<file path="src/rtl/aes_pkg.sv">
// -----------------------------------------------------------------------------
// aes_pkg
// Shared AES-128 definitions for the key schedule and, later, the cipher
// datapath: round/word counts, the round-constant table, the forward S-box
// table and the key-schedule FSM state type.
// -----------------------------------------------------------------------------
package aes_pkg;

  // Rounds for AES-128 and 32-bit words per round key.
  localparam int NR  = 10;
  localparam int NK  = 4;
  localparam int RKW = 32;

  typedef enum logic [1:0] {
    IDLE   = 2'd0,
    EXPAND = 2'd1,
    READY  = 2'd2
  } ks_state_e;

  // Round constant for rounds 1..10 (the byte that lands in bits [31:24]).
  // Round 0 and anything past 10 never use it and return zero.
  function automatic logic [7:0] rcon(input logic [3:0] round);
    logic [7:0] r;
    case (round)
      4'd1:    r = 8'h01;
      4'd2:    r = 8'h02;
      4'd3:    r = 8'h04;
      4'd4:    r = 8'h08;
      4'd5:    r = 8'h10;
      4'd6:    r = 8'h20;
      4'd7:    r = 8'h40;
      4'd8:    r = 8'h80;
      4'd9:    r = 8'h1b;
      4'd10:   r = 8'h36;
      default: r = 8'h00;
    endcase
    return r;
  endfunction

  // Forward AES S-box, indexed by the input byte.
  localparam logic [7:0] SBOX [256] = '{
    8'h63, 8'h7c, 8'h77, 8'h7b, 8'hf2, 8'h6b, 8'h6f, 8'hc5, 8'h30, 8'h01, 8'h67, 8'h2b, 8'hfe, 8'hd7, 8'hab, 8'h76,
    8'hca, 8'h82, 8'hc9, 8'h7d, 8'hfa, 8'h59, 8'h47, 8'hf0, 8'had, 8'hd4, 8'ha2, 8'haf, 8'h9c, 8'ha4, 8'h72, 8'hc0,
    8'hb7, 8'hfd, 8'h93, 8'h26, 8'h36, 8'h3f, 8'hf7, 8'hcc, 8'h34, 8'ha5, 8'he5, 8'hf1, 8'h71, 8'hd8, 8'h31, 8'h15,
    8'h04, 8'hc7, 8'h23, 8'hc3, 8'h18, 8'h96, 8'h05, 8'h9a, 8'h07, 8'h12, 8'h80, 8'he2, 8'heb, 8'h27, 8'hb2, 8'h75,
    8'h09, 8'h83, 8'h2c, 8'h1a, 8'h1b, 8'h6e, 8'h5a, 8'ha0, 8'h52, 8'h3b, 8'hd6, 8'hb3, 8'h29, 8'he3, 8'h2f, 8'h84,
    8'h53, 8'hd1, 8'h00, 8'hed, 8'h20, 8'hfc, 8'hb1, 8'h5b, 8'h6a, 8'hcb, 8'hbe, 8'h39, 8'h4a, 8'h4c, 8'h58, 8'hcf,
    8'hd0, 8'hef, 8'haa, 8'hfb, 8'h43, 8'h4d, 8'h33, 8'h85, 8'h45, 8'hf9, 8'h02, 8'h7f, 8'h50, 8'h3c, 8'h9f, 8'ha8,
    8'h51, 8'ha3, 8'h40, 8'h8f, 8'h92, 8'h9d, 8'h38, 8'hf5, 8'hbc, 8'hb6, 8'hda, 8'h21, 8'h10, 8'hff, 8'hf3, 8'hd2,
    8'hcd, 8'h0c, 8'h13, 8'hec, 8'h5f, 8'h97, 8'h44, 8'h17, 8'hc4, 8'ha7, 8'h7e, 8'h3d, 8'h64, 8'h5d, 8'h19, 8'h73,
    8'h60, 8'h81, 8'h4f, 8'hdc, 8'h22, 8'h2a, 8'h90, 8'h88, 8'h46, 8'hee, 8'hb8, 8'h14, 8'hde, 8'h5e, 8'h0b, 8'hdb,
    8'he0, 8'h32, 8'h3a, 8'h0a, 8'h49, 8'h06, 8'h24, 8'h5c, 8'hc2, 8'hd3, 8'hac, 8'h62, 8'h91, 8'h95, 8'he4, 8'h79,
    8'he7, 8'hc8, 8'h37, 8'h6d, 8'h8d, 8'hd5, 8'h4e, 8'ha9, 8'h6c, 8'h56, 8'hf4, 8'hea, 8'h65, 8'h7a, 8'hae, 8'h08,
    8'hba, 8'h78, 8'h25, 8'h2e, 8'h1c, 8'ha6, 8'hb4, 8'hc6, 8'he8, 8'hdd, 8'h74, 8'h1f, 8'h4b, 8'hbd, 8'h8b, 8'h8a,
    8'h70, 8'h3e, 8'hb5, 8'h66, 8'h48, 8'h03, 8'hf6, 8'h0e, 8'h61, 8'h35, 8'h57, 8'hb9, 8'h86, 8'hc1, 8'h1d, 8'h9e,
    8'he1, 8'hf8, 8'h98, 8'h11, 8'h69, 8'hd9, 8'h8e, 8'h94, 8'h9b, 8'h1e, 8'h87, 8'he9, 8'hce, 8'h55, 8'h28, 8'hdf,
    8'h8c, 8'ha1, 8'h89, 8'h0d, 8'hbf, 8'he6, 8'h42, 8'h68, 8'h41, 8'h99, 8'h2d, 8'h0f, 8'hb0, 8'h54, 8'hbb, 8'h16
  };

endpackage

</file>
<file path="src/rtl/aes_subword.sv">
// -----------------------------------------------------------------------------
// aes_subword
// Combinational SubWord: four independent forward S-box lookups, one per byte.
// Also intended for reuse by the SubBytes stage.
//
// Ports:
//   word_i  32-bit input word
//   word_o  32-bit word with every byte substituted through the S-box
// -----------------------------------------------------------------------------
module aes_subword
  import aes_pkg::*;
(
  input  logic [31:0] word_i,
  output logic [31:0] word_o
);

  for (genvar gi = 0; gi < 4; gi++) begin : g_byte
    assign word_o[8*gi +: 8] = SBOX[word_i[8*gi +: 8]];
  end

endmodule

</file>
<file path="src/rtl/aes_key_expand.sv">
// -----------------------------------------------------------------------------
// aes_key_expand
// AES-128 key schedule. A loaded cipher key is expanded one round key per
// cycle into an 11-entry round-key store; once complete, round keys are served
// with one cycle of latency, indexed forward (encode) or reversed (decode).
//
// Ports:
//   clk, rst_n          clock, synchronous active-low reset
//   key_valid/key_ready load handshake; key0 is the most significant word
//   key0..key3          128-bit cipher key
//   keys_ready          the store holds a complete schedule
//   encode              1 = forward index, 0 = reversed index (with rk_req)
//   rk_req, rk_round    read request for step 0..10
//   rk_valid, rk_err    one-cycle response pulse; rk_err for rk_round > 10
//   rk0..rk3            round-key words (zero on an error response)
// -----------------------------------------------------------------------------
module aes_key_expand #(
  parameter int NR  = 10,
  parameter int RKW = 32
) (
  input  logic           clk,
  input  logic           rst_n,
  input  logic           key_valid,
  output logic           key_ready,
  input  logic [RKW-1:0] key0,
  input  logic [RKW-1:0] key1,
  input  logic [RKW-1:0] key2,
  input  logic [RKW-1:0] key3,
  output logic           keys_ready,
  input  logic           encode,
  input  logic           rk_req,
  input  logic [3:0]     rk_round,
  output logic           rk_valid,
  output logic           rk_err,
  output logic [RKW-1:0] rk0,
  output logic [RKW-1:0] rk1,
  output logic [RKW-1:0] rk2,
  output logic [RKW-1:0] rk3
);

  import aes_pkg::*;

  localparam int KW = NK * RKW;

  // ---------------------------------------------------------------------------
  // State
  // ---------------------------------------------------------------------------
  ks_state_e     state_q, state_d;
  logic [3:0]    cnt_q, cnt_d;
  // Previous round key, so the next one is derived without a store read.
  logic [KW-1:0] work_q, work_d;

  logic [KW-1:0] store_q [0:NR];
  logic          store_we;
  logic [3:0]    store_waddr;
  logic [KW-1:0] store_wdata;

  logic          rk_valid_q, rk_valid_d;
  logic          rk_err_q, rk_err_d;
  logic [KW-1:0] rk_q;

  logic          key_accept;
  logic          rd_fire;
  logic          rd_err;
  logic [3:0]    rd_idx;

  // ---------------------------------------------------------------------------
  // Next round key from the working register
  // ---------------------------------------------------------------------------
  logic [RKW-1:0] last_word;
  logic [RKW-1:0] rot_word;
  logic [RKW-1:0] sub_word;
  logic [RKW-1:0] temp_word;
  logic [KW-1:0]  next_key;

  assign last_word = work_q[RKW-1:0];
  // RotWord is a one-byte left rotation, done purely by wiring.
  assign rot_word  = {last_word[RKW-9:0], last_word[RKW-1 -: 8]};

  aes_subword u_subword (
    .word_i (rot_word),
    .word_o (sub_word)
  );

  assign temp_word = sub_word ^ {rcon(cnt_q), {(RKW-8){1'b0}}};

  // Each new word is the word four back XOR the word just produced; word 0
  // of the round uses temp in place of the word just produced.
  always_comb begin
    logic [RKW-1:0] carry;
    next_key = '0;
    carry    = temp_word;
    for (int i = 0; i < NK; i++) begin
      carry = work_q[KW-1-RKW*i -: RKW] ^ carry;
      next_key[KW-1-RKW*i -: RKW] = carry;
    end
  end

  // ---------------------------------------------------------------------------
  // Control FSM
  // ---------------------------------------------------------------------------
  assign key_ready  = (state_q != EXPAND);
  assign keys_ready = (state_q == READY);
  assign key_accept = key_valid && key_ready;

  always_comb begin
    state_d     = state_q;
    cnt_d       = cnt_q;
    work_d      = work_q;
    store_we    = 1'b0;
    store_waddr = '0;
    store_wdata = '0;

    case (state_q)
      IDLE, READY: begin
        if (key_accept) begin
          state_d     = EXPAND;
          cnt_d       = 4'd1;
          work_d      = {key0, key1, key2, key3};
          store_we    = 1'b1;
          store_waddr = 4'd0;
          store_wdata = {key0, key1, key2, key3};
        end
      end
      EXPAND: begin
        store_we    = 1'b1;
        store_waddr = cnt_q;
        store_wdata = next_key;
        work_d      = next_key;
        if (cnt_q == 4'(NR)) begin
          state_d = READY;
          cnt_d   = 4'd0;
        end else begin
          cnt_d = cnt_q + 4'd1;
        end
      end
      default: begin
        state_d = IDLE;
        cnt_d   = 4'd0;
      end
    endcase
  end

  always_ff @(posedge clk) begin
    if (!rst_n) begin
      state_q <= IDLE;
      cnt_q   <= 4'd0;
      work_q  <= '0;
    end else begin
      state_q <= state_d;
      cnt_q   <= cnt_d;
      work_q  <= work_d;
    end
  end

  // ---------------------------------------------------------------------------
  // Read port
  // ---------------------------------------------------------------------------
  assign rd_fire    = rk_req && (state_q == READY);
  assign rd_err     = (rk_round > 4'(NR));
  assign rd_idx     = encode ? rk_round : 4'(NR) - rk_round;
  assign rk_valid_d = rd_fire;
  assign rk_err_d   = rd_fire && rd_err;

  always_ff @(posedge clk) begin
    if (!rst_n) begin
      rk_valid_q <= 1'b0;
      rk_err_q   <= 1'b0;
    end else begin
      rk_valid_q <= rk_valid_d;
      rk_err_q   <= rk_err_d;
    end
  end

  // Round-key store. The registered read samples the old contents, so a read
  // on the same edge as a key load still returns the previous schedule.
  always_ff @(posedge clk) begin
    if (store_we) begin
      store_q[store_waddr] <= store_wdata;
    end
  end

  always_ff @(posedge clk) begin
    if (!rst_n) begin
      rk_q <= '0;
    end else if (rd_fire) begin
      rk_q <= rd_err ? '0 : store_q[rd_idx];
    end
  end

  assign rk_valid = rk_valid_q;
  assign rk_err   = rk_err_q;
  assign rk0      = rk_q[KW-1 -: RKW];
  assign rk1      = rk_q[KW-1-RKW -: RKW];
  assign rk2      = rk_q[KW-1-2*RKW -: RKW];
  assign rk3      = rk_q[RKW-1:0];

endmodule

</file>
<file path="config.mk">
export PLATFORM = sky130hd
export DESIGN_NAME = aes_key_expand
export DESIGN_NICKNAME = d
export VERILOG_FILES = /design/src/rtl/aes_pkg.sv /design/src/rtl/aes_subword.sv /design/src/rtl/aes_key_expand.sv
export SDC_FILE = /design/constraint.sdc
export NUM_CORES = 2
export LEC_CHECK = 0
export CORE_MARGIN = 2
export CORE_UTILIZATION = 57
export CTS_CLUSTER_SIZE = 12
export DETAILED_ROUTE_END_ITERATION = 10
export PLACE_DENSITY = 0.75
export SLEW_MARGIN = 40
export SYNTH_ARGS = -nofsm -noshare
export SYNTH_HDL_FRONTEND = slang
export SYNTH_HIERARCHICAL = 1
export SYNTH_SLANG_ARGS = --single-unit
</file>
<file path="constraint.sdc">
create_clock -name clk -period 15.5 [get_ports clk]
set_input_delay 3.1 -clock clk [delete_from_list [all_inputs] [get_ports clk]]
set_output_delay 3.1 -clock clk [all_outputs]
set_load 0.005 [all_outputs]
</file>
# Word-level counts from Yosys, hierarchy flattened
# Memories as Yosys holds them, arrays and structs flattened. A register that Yosys moved wholly into a read port is not among the register bits.
# Cells that the tools add are included.
# totals
ram_bits,1408
latchBits,0
reg_bits,264
inputBits,137
memories,6
wordCells,69
rom_bits,8320
# classes
n_addsub,2
n_reduce_logical,8
order_cmp,5
div_mod_pow,0
shifts,0
n_bitwise,9
n_mul,0
n_eq_ne,6
muxes,27
# memory_table
name,depth,word_bits,rd,rd_ports_with_merged_regs,write_ports,line_no,source
(no name shown),256,8,1,0,0,aes_subword.sv:18,assign word_o[8*gi +: 8] = SBOX[word_i[8*gi +: 8]];
(no name shown),256,8,1,0,0,aes_subword.sv:18,
(no name shown),256,8,1,0,0,aes_subword.sv:18,
(no name shown),256,8,1,0,0,aes_subword.sv:18,
store_q,11,128,1,0,1,aes_key_expand.sv:53,logic [KW-1:0] store_q [0:NR];
(no name shown),16,8,1,1,0,aes_pkg.sv:24,case (round)
# ops
op,n
$pmux 128 s2,2
$mux 128,3
$xor 32x32->32,5
$mux 8,8
$ge 9x9->1 const B,4
$not 8->9,4
$mux 4,6
$pmux 4 s2,1
$add 4x1->4 const B,1
$eq 4x4->1 const B,1
$gt 4x4->1 const B,1
$mux 2,2
$ne 2x2->1 const B,2
$pmux 2 s2,1
$reduce_and 2->1,2
$sub 4x4->4 const A,1
$logic_and 1x1->1,3
$mux 1,3
$eq 2x1->1 const B,1
$eq 2x2->1 const B,1
$logic_not 2->1,1
$ne 2x1->1 const B,1
$pmux 1 s2,1
$reduce_bool 2->1,1
$reduce_or 2->1,1

# Logic depth before layout (Yosys ltp)
# depth
word_depth,10
depth_mapped,17
ltp_nobuf,13

# Cells and area by module
# The synthesis kept the hierarchy.
# by_module_without_submodules
module,instances,area_per_inst_um2,cells_each,seq_area_each_um2
aes_key_expand,1,67748.7,4598,47725.8
aes_subword,1,13769.5,2185,0.0

# Least setup slack after synthesis
# Ideal clock, no wire load.
# synth_timing
path_type,reg-to-reg
start,register state_q[0]
end,memory store_q[9][0] (netlist name) (enable)
period_less_slack_ns,14.153
path_slack_ns,1.347
path_stages_with_launch,6
n_path_buf,2
arrival_time_ns,13.224
setup_ns,0.929
path_cell_list,dfxtp_1 > and2b_1 > buf_2 > buf_1 > nand2_1 > nor4_1
# synth_between
elab_chain_len,6
# synth_rtl
element,line_no,source
"start, declared",aes_key_expand.sv:48,"ks_state_e state_q, state_d;"
"start signal, assigned",aes_key_expand.sv:150,state_q <= state_d;
$ne 2x1->1,aes_key_expand.sv:102,assign key_ready = (state_q != EXPAND);
$logic_and 1x1->1,aes_key_expand.sv:104,assign key_accept = key_valid && key_ready;
$mux 1,aes_key_expand.sv:116,if (key_accept) begin
$pmux 1 s2,aes_key_expand.sv:114,case (state_q)
$mux 1,aes_key_expand.sv:178,if (store_we) begin
$mux 1 (not written as such),aes_key_expand.sv:179,store_q[store_waddr] <= store_wdata;
"end, declared",aes_key_expand.sv:53,
# Parallel ways exist; a longest one is shown, timed or not.

# Worst setup path in the final report
# layout_timing
start,input rk_round[0]
end,register rk_q[10]
# layout_between
elab_chain_len,4
# layout_rtl
element,line_no,source
"start, declared",aes_key_expand.sv:32,"input logic [3:0] rk_round,"
$sub 4x4->4,aes_key_expand.sv:161,assign rd_idx = encode ? rk_round : 4'(NR) - rk_round;
$mux 4,aes_key_expand.sv:161,
$mem_v2 11x128,-,
$mux 128 *,aes_key_expand.sv:187,rk_q <= rd_err ? '0 : store_q[rd_idx];
"end signal, assigned",aes_key_expand.sv:187,
"end, declared",aes_key_expand.sv:60,logic [KW-1:0] rk_q;
# Mark *: on every way between the ends. The rest lies on a longest branch, timed or not.
# A chain may end at the register's enable or synchronous reset.

==> flow_metrics.tcl <==
set metrics [dict create \
    status "complete, no violations" \
    drt_iter0_markers 10100 \
    remaining_drc_errors 0 \
    path_class "primary input to register" \
    wl_met2_mm 120 \
    rows 138 \
    synth_nets 6987 \
    path_cells "buf_8, ha_1, nand2b_1, xnor2_4, buf_4, buf_12, buf_6, mux4_2, and2_1, o311a_1" \
    cp_num_buf_inv 4 \
    routed_wl_mm 275 \
    synth_compound_area_frac 0.148 \
    hold_class "register to register" \
    worst-slew-pin-transition_ps 980 \
    yosys-top-cells-area "edfxtp_1, dfxtp_1, mux2i_1, mux4_2, o21ai_0" \
    setup-violations-final 0 \
    clock_path_buffers 3 \
    first_global_vias 58600 \
    cellLeakagePower_nw 31.8 \
    clock.fmax_mhz 158 \
    htree_levels 4 \
    synth_adder_area_share 0.0103 \
    synth_top_family_by_area "compound AO/OA/AOI/OAI gates" \
    syn_area_sq_um 81500 \
    crit_fanout 61 \
    layout.nets 7027 \
    syn_inst 6783 \
    ioPinCount 269 \
    final_common_cell "edfxtp_1" \
    die_h_um 382 \
    slew_headroom 0.347 \
    initial_core_util 0.575 \
    antenna_found_initial 11 \
    muxShareOfSynthArea 0.0976 \
    ys_types 102 \
    met1_length_mm 107 \
    placed_cells 8533 \
    ant_nets 0 \
    cts-root-buf "clkbuf_16" \
    ys_ff_latch 1680 \
    route.met3.wl_mm 36.1 \
    switching_power_mw 5.14 \
    internal-power_mw 9.02 \
    postSynthAreaPerCell_sq_um 12.0 \
    max_stage_delay_ps 580 \
    cts_setup_buffers 0 \
    cp.required_ps 16190 \
    worstSkewPairLatency_ps 830 \
    place_congestion 1.04 \
    synth_xor_area_frac 0.0149 \
    netSwitchingFraction 0.363 \
    fin_skew_ps 61.1 \
    finalSetupTns_ps 0 \
    die_x_um 382 \
    viasPerCell 7.02 \
    grt_max_degree 177 \
    synth_edf_count 1408 \
    p_seq_frac 0.397 \
    drive_gt1_frac 0.101 \
    cts_tree "yes" \
    yosys_warnings 6 \
    fin_crit_ps 6330 \
    pre_cts_ws_ps 8470 \
    top_layer_used "met5" \
    critPathArrivalTime_ps 7020 \
    die_area_sq_um 146000 \
    maxCapViolCount 0 \
    grt_use_total 0.368 \
    cts_hold_buf 0 \
    yosysSeqAreaShare 0.585 \
    ir_drop_v 0.000110 \
    setup_slack_ps 9170 \
    netlist.top_cell.by_area "edfxtp_1" \
    grt_pass1_wl_mm 397 \
    clk_pin_slew_worst_paths_ps 60 \
    critPathSlowestCell "buf_6" \
    startpoint_type "primary input" \
    grt_overflow 0 \
    synth_flop_cell "edfxtp_1" \
    cts_made_buffers 169 \
    power_frac_clock 0.275 \
    drv_slew 0 \
    cpLargestDelayFamily "buffers and inverters" \
    final_cell_mix "edfxtp_1, nand2_1, o21ai_0, mux2i_1, a21oi_1" \
    finalCritPeriodShare 0.408 \
    cts_num_sinks 1680 \
    final_cells 8865 \
    finalHoldViolations 0 \
    power.density_nw_per_um2 155 \
    netlist.area_leader.share 0.519 \
    syn_to_final_growth_pct 12.0 \
    coreArea_sq_um 142000 \
    crit_path_end_kind "register" \
    synth-simple-area-share 0.108 \
    dr.pass1.iters 7 \
    rsz0062_at_grt "no" \
    async_reset_ff_frac 0 \
    wire_per_inst_um 31.1 \
    ctsResizeCount 0 \
    port_buffers 268 \
    hpwl_mm 169 \
    p_comb_frac 0.327 \
    num_vias 62200 \
]
## cell families after synthesis
logic type,Yosys count
flip-flops,1680
adder cells (fa/ha/maj),67
multiplexers,590
buffers and inverters,642
AO/OA/AOI/OAI,1890
XOR/XNOR,124
AND/OR/NAND/NOR,1790
## through the flow
stage          utilization  hold WS [ps]  area [sq um]  power (mW)
2_1_floorplan            -           469         81500        8.44
3_3_place_gp         0.603           487         85500        10.0
3_5_place_dp         0.606           503         85800        10.1
4_1_cts              0.643           515         91100        14.0
5_1_grt              0.644           541         91300        14.6
6_report             0.644           516         91300        14.2
## flip-flops by register name (all words and copies together), names as in the netlist, named ones only
name      flops
work_q      128
rk_q        128
rk_err        1
rk_valid      1
state_q       2
cnt_q         4
store_q    1408
## cells in the mapped netlist, types with 12 or more instances
| master | number |
|---|---|
| a211oi_1 | 48 |
| o311a_1 | 139 |
| nor2b_1 | 81 |
| nand3b_1 | 14 |
| a21oi_1 | 409 |
| mux2i_1 | 412 |
| o2111ai_1 | 14 |
| ha_1 | 67 |
| a21o_1 | 41 |
| buf_1 | 47 |
| or2_1 | 18 |
| a311oi_1 | 30 |
| edfxtp_1 | 1408 |
| o311ai_0 | 50 |
| nor2_1 | 247 |
| dfxtp_1 | 272 |
| mux4_2 | 162 |
| buf_2 | 158 |
| and2_1 | 159 |
| nor4_1 | 14 |
| mux2_2 | 15 |
| a211o_1 | 17 |
| and3_1 | 17 |
| a221oi_1 | 23 |
| o21ai_0 | 491 |
| nand3_1 | 162 |
| a2111oi_0 | 12 |
| inv_1 | 35 |
| o21ai_1 | 104 |
| or3_1 | 191 |
| o221ai_1 | 21 |
| o211ai_1 | 81 |
| nand2b_1 | 106 |
| nand2_1 | 615 |
| a31oi_1 | 118 |
| xor2_1 | 71 |
| o22ai_1 | 146 |
| buf_6 | 12 |
| buf_4 | 45 |
| clkbuf_1 | 333 |
| o31ai_1 | 23 |
| nor3_1 | 101 |
| xnor2_1 | 43 |
## routing by layer
layer / vias up / GRT usage
met5: - / 0
li1: 26200 / -
met2: 4473 / 0.537
met3: 671 / 0.0901
met1: 30900 / 0.528
met4: 4 / 0.157
## cell type report
class	instances	area [sq um]
Fill cell	10400	50400
Sequential cell	1680	47800
Multi-Input combinational cell	4461	31200
Clock buffer	276	4810
Timing Repair Buffer	466	4510
Tap cell	1890	2360
Clock inverter	36	442
Inverter	45	179
Antenna cell	11	27.5
## power by group through the flow
stage	registers (mW)	logic, mW	clock network (mW)
after global routing	5.64	4.84	4.09
after CTS	5.62	4.44	3.92
final	5.62	4.63	3.90
after global placement	5.70	4.33	0
after floorplan	5.64	2.80	0
after detailed placement	5.71	4.41	0
## path summary, 6_finish.rpt
kind	from	to	slack, ps	depth (start not counted)
max reg2reg	work_q[8]	store_q[2][23]	9180	14
min	work_q[96]	work_q[96]	520	2
min reg2reg	work_q[96]	work_q[96]	520	2
max	rk_round[0]	rk_q[10]	9170	10
## worst reg2reg max path: cells and delay by family (launching register included)
kind	cells	cell delay, ps
AOI/OAI and AO/OA	4	1030
xor gates and xnor gates	3	1280
adders and majority gates	1	940
buffers and inverters	2	870
DFF	1	320
muxes	1	400
and+or+nand+nor	3	1090
Power figures use the tool's default switching activity.
